## src/rtl/fir_cfg_ctrl_if.sv

```systemverilog
// Host command/response bundle for the FIR configuration controller.
// One command in flight at a time; the controller answers every accepted command with a one-cycle strobe.
interface fir_cfg_ctrl_if #(
    parameter int COEF_WIDTH = 24,
    parameter int AW         = 4
);
    logic                  cmd_valid;
    logic                  cmd_ready;
    logic [1:0]            cmd_op;
    logic [AW-1:0]         cmd_addr;
    logic [COEF_WIDTH-1:0] cmd_data;
    logic                  rsp_valid;
    logic [COEF_WIDTH-1:0] rsp_data;
    logic                  rsp_err;

    modport master (
        output cmd_valid, cmd_op, cmd_addr, cmd_data,
        input  cmd_ready, rsp_valid, rsp_data, rsp_err
    );

    modport slave (
        input  cmd_valid, cmd_op, cmd_addr, cmd_data,
        output cmd_ready, rsp_valid, rsp_data, rsp_err
    );
endinterface

```

## src/rtl/fir_cfg_ctrl.sv

```systemverilog
// Sequences coefficient write/read, result-shift and flush accesses to a FIR filter core.
// Latency: wr/shift 3 (done 1 cycle after pulse), flush FLUSH_CYC+1, read 4; cmd_ready only in IDLE.
module fir_cfg_ctrl #(
    parameter int COEF_WIDTH = 24,
    parameter int COEF_COUNT = 16,
    parameter int SHIFT_W    = 5,
    parameter int TIMEOUT    = 15,
    parameter int FLUSH_CYC  = 4,
    localparam int AW        = $clog2(COEF_COUNT)
) (
    input  logic                  clk,
    input  logic                  rst,
    fir_cfg_ctrl_if.slave         host,
    output logic [AW-1:0]         f_addr,
    output logic [COEF_WIDTH-1:0] f_coef,
    output logic                  f_coef_ready,
    input  logic                  f_coef_done,
    input  logic [COEF_WIDTH-1:0] f_coef_r,
    output logic                  f_shift_ready,
    output logic [SHIFT_W-1:0]    f_shift,
    input  logic                  f_shift_done,
    output logic                  f_flush,
    output logic                  busy
);
    localparam int TW      = $clog2(TIMEOUT + 1);
    localparam int SEQ_MAX = (FLUSH_CYC > 2) ? FLUSH_CYC : 2;
    localparam int SW      = $clog2(SEQ_MAX + 1);
    localparam int AW1     = AW + 1;

    localparam logic [TW-1:0]  TO_LIM   = TW'(TIMEOUT - 1);
    localparam logic [TW-1:0]  TO_SAT   = TW'(TIMEOUT);
    localparam logic [SW-1:0]  FL_LIM   = SW'(FLUSH_CYC - 1);
    localparam logic [SW-1:0]  RD_LIM   = SW'(1);
    localparam logic [AW1-1:0] ADDR_LIM = AW1'(COEF_COUNT);

    typedef enum logic [3:0] {
        IDLE, WR, WR_WAIT, SH, SH_WAIT, FLUSH, RD_ADDR, RD_CAP, RESP
    } state_t;

    state_t                state_q, state_d;
    logic [AW-1:0]         f_addr_q, f_addr_d;
    logic [COEF_WIDTH-1:0] f_coef_q, f_coef_d;
    logic [SHIFT_W-1:0]    f_shift_q, f_shift_d;
    logic [COEF_WIDTH-1:0] rsp_data_q, rsp_data_d;
    logic                  err_q, err_d;
    logic [TW-1:0]         to_cnt_q, to_cnt_d;
    logic [SW-1:0]         seq_cnt_q, seq_cnt_d;
    logic                  addr_bad;

    // Only reachable when COEF_COUNT is not a power of two.
    assign addr_bad = ({1'b0, host.cmd_addr} >= ADDR_LIM);

    always_ff @(posedge clk or posedge rst) begin
        if (rst) begin
            state_q    <= IDLE;
            f_addr_q   <= '0;
            f_coef_q   <= '0;
            f_shift_q  <= '0;
            rsp_data_q <= '0;
            err_q      <= 1'b0;
            to_cnt_q   <= '0;
            seq_cnt_q  <= '0;
        end else begin
            state_q    <= state_d;
            f_addr_q   <= f_addr_d;
            f_coef_q   <= f_coef_d;
            f_shift_q  <= f_shift_d;
            rsp_data_q <= rsp_data_d;
            err_q      <= err_d;
            to_cnt_q   <= to_cnt_d;
            seq_cnt_q  <= seq_cnt_d;
        end
    end

    always_comb begin
        state_d    = state_q;
        f_addr_d   = f_addr_q;
        f_coef_d   = f_coef_q;
        f_shift_d  = f_shift_q;
        rsp_data_d = rsp_data_q;
        err_d      = err_q;
        to_cnt_d   = to_cnt_q;
        seq_cnt_d  = seq_cnt_q;

        case (state_q)
            IDLE: begin
                if (host.cmd_valid) begin
                    err_d      = 1'b0;
                    rsp_data_d = '0;
                    to_cnt_d   = '0;
                    seq_cnt_d  = '0;
                    case (host.cmd_op)
                        2'b00: begin
                            if (addr_bad) begin
                                err_d   = 1'b1;
                                state_d = RESP;
                            end else begin
                                f_addr_d = host.cmd_addr;
                                f_coef_d = host.cmd_data;
                                state_d  = WR;
                            end
                        end
                        2'b01: begin
                            f_shift_d = host.cmd_data[SHIFT_W-1:0];
                            state_d   = SH;
                        end
                        2'b10: state_d = FLUSH;
                        default: begin
                            if (addr_bad) begin
                                err_d   = 1'b1;
                                state_d = RESP;
                            end else begin
                                f_addr_d = host.cmd_addr;
                                state_d  = RD_ADDR;
                            end
                        end
                    endcase
                end
            end
            WR: begin
                to_cnt_d = '0;
                state_d  = WR_WAIT;
            end
            // A done pulse in the final wait cycle still wins over the timeout.
            WR_WAIT: begin
                if (f_coef_done) begin
                    state_d = RESP;
                end else if (to_cnt_q == TO_LIM) begin
                    err_d   = 1'b1;
                    state_d = RESP;
                end else begin
                    to_cnt_d = (to_cnt_q == TO_SAT) ? to_cnt_q : to_cnt_q + 1'b1;
                end
            end
            SH: begin
                to_cnt_d = '0;
                state_d  = SH_WAIT;
            end
            SH_WAIT: begin
                if (f_shift_done) begin
                    state_d = RESP;
                end else if (to_cnt_q == TO_LIM) begin
                    err_d   = 1'b1;
                    state_d = RESP;
                end else begin
                    to_cnt_d = (to_cnt_q == TO_SAT) ? to_cnt_q : to_cnt_q + 1'b1;
                end
            end
            FLUSH: begin
                if (seq_cnt_q == FL_LIM) state_d = RESP;
                else                     seq_cnt_d = seq_cnt_q + 1'b1;
            end
            // Two address cycles give the filter's coefficient readback time to settle.
            RD_ADDR: begin
                if (seq_cnt_q == RD_LIM) state_d = RD_CAP;
                else                     seq_cnt_d = seq_cnt_q + 1'b1;
            end
            RD_CAP: begin
                rsp_data_d = f_coef_r;
                state_d    = RESP;
            end
            RESP:    state_d = IDLE;
            default: state_d = IDLE;
        endcase
    end

    assign host.cmd_ready = (state_q == IDLE);
    assign host.rsp_valid = (state_q == RESP);
    assign host.rsp_err   = (state_q == RESP) && err_q;
    assign host.rsp_data  = (state_q == RESP) ? rsp_data_q : '0;

    assign f_addr        = f_addr_q;
    assign f_coef        = f_coef_q;
    assign f_shift       = f_shift_q;
    assign f_coef_ready  = (state_q == WR);
    assign f_shift_ready = (state_q == SH);
    assign f_flush       = (state_q == FLUSH);
    assign busy          = (state_q != IDLE);
endmodule

```

## src/flat_wrapper.sv

```systemverilog
// flat-port wrapper written by rule: the top's interface ports become plain ports
module fir_cfg_ctrl_flat 
#(
    parameter int COEF_WIDTH = 24,
    parameter int COEF_COUNT = 16,
    parameter int SHIFT_W    = 5,
    parameter int TIMEOUT    = 15,
    parameter int FLUSH_CYC  = 4,
    localparam int AW        = $clog2(COEF_COUNT)
)
  (clk, rst, f_addr, f_coef, f_coef_ready, f_coef_done, f_coef_r, f_shift_ready, f_shift, f_shift_done, f_flush, busy, host_cmd_valid, host_cmd_op, host_cmd_addr, host_cmd_data, host_cmd_ready, host_rsp_valid, host_rsp_data, host_rsp_err);
  fir_cfg_ctrl_if #(.COEF_WIDTH(COEF_WIDTH), .AW((4))) host_i ();
  input  logic clk;
  input  logic rst;
  output logic [AW-1:0] f_addr;
  output logic [COEF_WIDTH-1:0] f_coef;
  output logic f_coef_ready;
  input  logic f_coef_done;
  input  logic [COEF_WIDTH-1:0] f_coef_r;
  output logic f_shift_ready;
  output logic [SHIFT_W-1:0] f_shift;
  input  logic f_shift_done;
  output logic f_flush;
  output logic busy;
  input wire logic [$bits(host_i.cmd_valid)-1:0] host_cmd_valid;
  input wire logic [$bits(host_i.cmd_op)-1:0] host_cmd_op;
  input wire logic [$bits(host_i.cmd_addr)-1:0] host_cmd_addr;
  input wire logic [$bits(host_i.cmd_data)-1:0] host_cmd_data;
  output wire logic [$bits(host_i.cmd_ready)-1:0] host_cmd_ready;
  output wire logic [$bits(host_i.rsp_valid)-1:0] host_rsp_valid;
  output wire logic [$bits(host_i.rsp_data)-1:0] host_rsp_data;
  output wire logic [$bits(host_i.rsp_err)-1:0] host_rsp_err;
  assign host_i.cmd_valid = host_cmd_valid;
  assign host_i.cmd_op = host_cmd_op;
  assign host_i.cmd_addr = host_cmd_addr;
  assign host_i.cmd_data = host_cmd_data;
  assign host_cmd_ready = host_i.cmd_ready;
  assign host_rsp_valid = host_i.rsp_valid;
  assign host_rsp_data = host_i.rsp_data;
  assign host_rsp_err = host_i.rsp_err;
  fir_cfg_ctrl #(.COEF_WIDTH(COEF_WIDTH), .COEF_COUNT(COEF_COUNT), .SHIFT_W(SHIFT_W), .TIMEOUT(TIMEOUT), .FLUSH_CYC(FLUSH_CYC)) u_core (.clk(clk), .rst(rst), .host(host_i), .f_addr(f_addr), .f_coef(f_coef), .f_coef_ready(f_coef_ready), .f_coef_done(f_coef_done), .f_coef_r(f_coef_r), .f_shift_ready(f_shift_ready), .f_shift(f_shift), .f_shift_done(f_shift_done), .f_flush(f_flush), .busy(busy));
endmodule
```

## config.mk

```make
export PLATFORM = sky130hd
export DESIGN_NAME = fir_cfg_ctrl_flat
export DESIGN_NICKNAME = d
export VERILOG_FILES = /design/src/rtl/fir_cfg_ctrl_if.sv /design/src/rtl/fir_cfg_ctrl.sv /design/src/flat_wrapper.sv
export SDC_FILE = /design/constraint.sdc
export NUM_CORES = 1
export LEC_CHECK = 0
export CAP_MARGIN = 5
export CORE_MARGIN = 2
export CORE_UTILIZATION = 41
export DETAILED_ROUTE_END_ITERATION = 8
export PLACE_DENSITY = 0.74
export SETUP_SLACK_MARGIN = 0.02
export SYNTH_ARGS = -nofsm -noshare
export SYNTH_HDL_FRONTEND = slang
export SYNTH_SLANG_ARGS = --single-unit
```

## constraint.sdc

```tcl
create_clock -name clk -period 2.1 [get_ports clk]
set_clock_uncertainty 0.05 [all_clocks]
set_input_delay 0.42 -clock clk [delete_from_list [all_inputs] [get_ports clk]]
set_output_delay 0.42 -clock clk [all_outputs]
set_load 0.1 [all_outputs]
```

* Word level (Yosys, flattened, before mapping)
Cells that the tools add are included.
** Storage, ports and cells
- Flip-flop bits (word level) :: 69
- Bits of input ports :: 59
- Output and inout port bits :: 64
- Logic and storage cells :: 76
** Operators by class
- $add $sub $neg :: 2
- Equality and inequality tests :: 21
- Muxes and demuxes :: 26
- Bitwise gates (word level) :: 1
- Reductions and logical operators :: 18
** Operators by type and width (number)
- $mux 24 :: 2
- $pmux 24 s2 :: 1
- $mux 4 :: 11
- $pmux 4 s8 :: 1
- $pmux 3 s3 :: 2
- $eq 4x3->1 const B :: 4
- $pmux 4 s4 :: 1
- $eq 4x4->1 const B :: 3
- $reduce_and 3->1 :: 4
- $reduce_and 4->1 :: 3
- $ne 2x2->1 const B :: 5
- $mux 3 :: 3
- $eq 4x2->1 const B :: 2
- $reduce_bool 4->1 :: 2
- $reduce_bool 3->1 :: 2
- $add 4x1->4 const B :: 1
- $eq 4x1->1 const B :: 1
- $logic_not 4->1 :: 1
- $mux 1 :: 4
- $ne 2x1->1 const B :: 2
- $reduce_or 2->1 :: 2
- $add 3x1->3 const B :: 1
- $eq 3x1->1 const B :: 1
- $eq 3x2->1 const B :: 1
- other kinds (8) :: 8

* Longest topological paths before layout
- Depth in word-level cells :: 5
- Mapped depth :: 7

* Worst setup path before layout
OpenSTA, ideal clock, no wires.
- Kind :: register to output
- Start :: reg u_core.state_q[1]
- End :: out f_coef_ready
- Arrival time :: 3.661 ns
- Setup slack :: -2.031 ns
- Cell stages (with the launch flop) :: 4
- Cells stage by stage :: dfrtp_1 buf_6 clkbuf_1 nor4_1
** On the way
- Cells in the longest elaborated chain, start to end :: 1
** Ends and longest elaborated chain
- start: declaration :: RTL line fir_cfg_ctrl.sv:40 : state_t state_q, state_d;
- start signal: assignment :: RTL line fir_cfg_ctrl.sv:64 : state_q <= state_d;
- $eq 4x1->1 :: RTL line fir_cfg_ctrl.sv:175 : assign f_coef_ready = (state_q == WR);
- end: declaration :: RTL line flat_wrapper.sv:17 : output logic f_coef_ready;
No other way between the ends.

* Worst setup path in the final report
- Start :: reg u_core.state_q[1]
- End :: out host_rsp_data[23]
** On the way
- Cells in the longest elaborated chain, start to end :: 2
** Ends and longest elaborated chain
- $eq 4x4->1 :: RTL line fir_cfg_ctrl.sv:170 : assign host.rsp_data = (state_q == RESP) ? rsp_data_q : '0;
- $mux 24 :: RTL line fir_cfg_ctrl.sv:170
- end: declaration :: RTL line flat_wrapper.sv:31 : output wire logic [$bits(host_i.rsp_data)-1:0] host_rsp_data;
No other way between the ends.

==> impl_metrics.toml <==
[outcome]
outcome = "finished with violations"
violations = "setup timing"

[worst_hold_path]
hp-class = "in2async"

[die]
pin_count = 123
die_w_um = 94.9
die_h_um = 94.9
start_util_pct = 41.7
dieArea_sq_mm = 0.00901
rows = 33
core_area_sq_mm = 0.00813

[synthesis]
synth-seq-cells = 69
ys_top_cells_by_area = "dfrtp_1 51%, mux2_1 6.6%, nand2_1 6.0%"
synthMuxAreaShare_pct = 12.3
seq_area_frac_synth_pct = 50.9
synthSimpleGateAreaFrac_pct = 18.9
async_flop_share_pct = 100
yosys.area_share.xor_xnor_pct = 0.258
syn_area_sq_mm = 0.00339
yosysWarnings = 0
synth-adder-area-share_pct = 3.32
synth_compound_area_share_pct = 9.67
yosysTopAreaCellShare_pct = 50.9
ys_types = 43
synth_top_family_by_area = "simple AND/OR/NAND/NOR gates"
synth-edff-count = 0
syn_inst = 327
syn_nets = 395
syn_area_per_cell_sq_um = 10.4
synth-main-ff-cell = "dfrtp_1"
post-synth-top-area-cell = "dfrtp_1"

[grt]
antenna_found_initial = 0
grt_pass1_wl_um = 13900
overflow = 0
grt_max_degree = 70
track_usage_pct = 19.9
grt_pass1_vias = 2817

[drt]
wl_met1_um = 4030
wl_per_cell_um = 16.0
drc = 0
wl_met3_um = 530
ant_nets = 0
top_layer_used = "met4"
wl_um = 9250
vias = 2943
first_iter_violations = 94
vias_per_cell = 5.07
dr_wl_met2_um = 4550
firstDrtPassIters = 4

[setup_path]
critPathCaptureType = "output port"
timing.rr.end = "u_core.seq_cnt_q[1]"
r2r_slack_ns = 0.06
worstReg2RegStart = "u_core.state_q[1]"
worstSetupStartpointType = "register"
critPathKind = "reg2out"
required_ns = 1.63
crit_arrival_ns = 1.73
r2r_cells = 6
crit_fanout = 13

[cts]
tritoncts = "yes"
cts_sinks = 69
root_buffer = "clkbuf_8"
cts_max_level = 3
cts_max_path_buffers = 2
path_clk_slew_ns = 0.08
clock_latency_ns = 0.34
numCtsBuffers = 9

[sta]
drv_slew = 0
tightest_slew_ns = 0.618
fmax_ghz = 0.455
hold_violations = 0
worst_slack_ns = -0.0959
rsz0062_at_grt = "yes"
setup_viol = 26
post-route-period-util_pct = 105
period_needed_ns = 2.20
slew_headroom_pct = 58.5

[layout]
nets = 539
seq_area_sq_mm = 0.00173
multiInputGateArea_sq_mm = 0.00175
antenna_cells = 0
final_common_cell = "dfrtp_1"
final_cell_mix = "65 x dfrtp_1, 58 x clkdlybuf4s50_1, 53 x nand2_1, 53 x buf_4, 33 x buf_12"
drive_above_1_share_pct = 40.6
final_util_pct = 69.3
syn_to_final_growth_pct = 66.2
fillers = 595

[power_and_ir_drop]
switching_power_uw = 4720
switching_share_pct = 53.4
combPwrFrac_pct = 63.9
pwr-share-seq_pct = 24.2
worst_ir_drop_vdd_v = 0.00116
internal-power_uw = 4120
power.density_mw_per_mm2 = 1570
pwr-share-clk_pct = 12.0
p_leak_uw = 0.00258

[run]
cap_violations = 0

[placed_design]
dp_hpwl_um = 6180
routabilityCongestion = 0.820
place_ws_ns = -0.0180
port-buffer-count = 122
-- flip-flops by register name, indices dropped and copies added (netlist names) --
signal,cells
u_core.f_shift,5
u_core.f_addr,4
u_core.seq_cnt_q,3
u_core.rsp_data_q,24
u_core.state_q,4
u_core.to_cnt_q,4
u_core.err_q,1
u_core.f_coef,24
-- timing repair --
action / 4_1_cts / 5_1_grt
setup endpoints to repair: 30 / 34
gates resized for setup: 8 / 17
pin swaps: 1 / 18
hold buffers: 0 / 0
buffers inserted: 5 / 6
gates cloned: 0 / 3
-- stage by stage --
step	area, sq um	hold WS, ns	setup TNS (ns)	instances	power (uW)
5_1_grt	5630	0.466	-3.44	580	9200
4_1_cts	5460	0.466	-2.43	571	8640
3_5_place_dp	5220	0.446	-0.0180	551	7490
3_3_place_gp	5220	0.442	0	551	7410
6_report	5630	0.462	-1.86	580	8840
2_1_floorplan	3640	0.435	-30.32	327	6240
-- layer usage --
layer	vias to the layer above	track usage (%)
met2	103	31.1
met5	-	0
met4	0	7.13
li1	1400	-
met3	12	4.55
met1	1428	27.2
-- cell usage after synthesis, types with 4 or more instances --
| cell type | count |
|---|---|
| a21oi_1 | 6 |
| and2_1 | 27 |
| clkbuf_1 | 14 |
| dfrtp_1 | 69 |
| ha_1 | 9 |
| inv_1 | 14 |
| mux2_1 | 20 |
| mux2_2 | 13 |
| nand2_1 | 54 |
| nand2b_1 | 4 |
| nand3_1 | 4 |
| nor2_1 | 12 |
| o21ai_0 | 29 |
| o22ai_1 | 4 |
-- cells by family after synthesis --
| group | after synthesis |
|---|---|
| adders and majority gates | 9 |
| buffers and inverters | 34 |
| and+or+nand+nor | 123 |
| AOI/OAI and AO/OA | 55 |
| xor gates and xnor gates | 1 |
| muxes | 36 |
| DFF | 69 |
-- area by class of cell --
| cell class | count | share of cell area, % |
|---|---|---|
| repair buffers | 153 | 31.4 |
| multi-input cells | 224 | 31.1 |
| flip-flops and latches | 69 | 30.7 |
| well taps | 105 | 2.33 |
| clock buffers | 9 | 2.20 |
| clock inverters | 6 | 1.15 |
| inverters | 14 | 1.04 |
-- worst max-delay path, cell delays in order, from the launching register on --
cell,delay [ns]
dfrtp_2,0.45
nor4b_4,0.29
buf_6,0.16
buf_12,0.13
and2_2,0.17
buf_12,0.17
-- how the worst max path moves through the flow --
| stage | startpoint | to | slack, ns | depth (start not counted) |
|---|---|---|---|---|
| floorplan | u_core.state_q[2] | busy | -0.83 | 3 |
| global placement | host_cmd_op[1] | u_core.state_q[1] | 0.01 | 7 |
| detailed placement | host_cmd_op[1] | u_core.state_q[1] | -0.02 | 7 |
| CTS | u_core.state_q[0] | host_rsp_data[22] | -0.12 | 4 |
| global route | u_core.state_q[1] | host_rsp_data[23] | -0.16 | 5 |
| finish | u_core.state_q[1] | host_rsp_data[23] | -0.1 | 5 |
-- power by group through the flow --
stage | sequential (uW) | clock (uW) | combinational (uW)
3_3_place_gp | 2150 | 0 | 5250
2_1_floorplan | 4400 | 0 | 1850
4_1_cts | 2130 | 1080 | 5440
3_5_place_dp | 2170 | 0 | 5320
6_report | 2140 | 1060 | 5650
5_1_grt | 2200 | 1140 | 5870
Note: power is estimated with default switching activity, not from simulation.
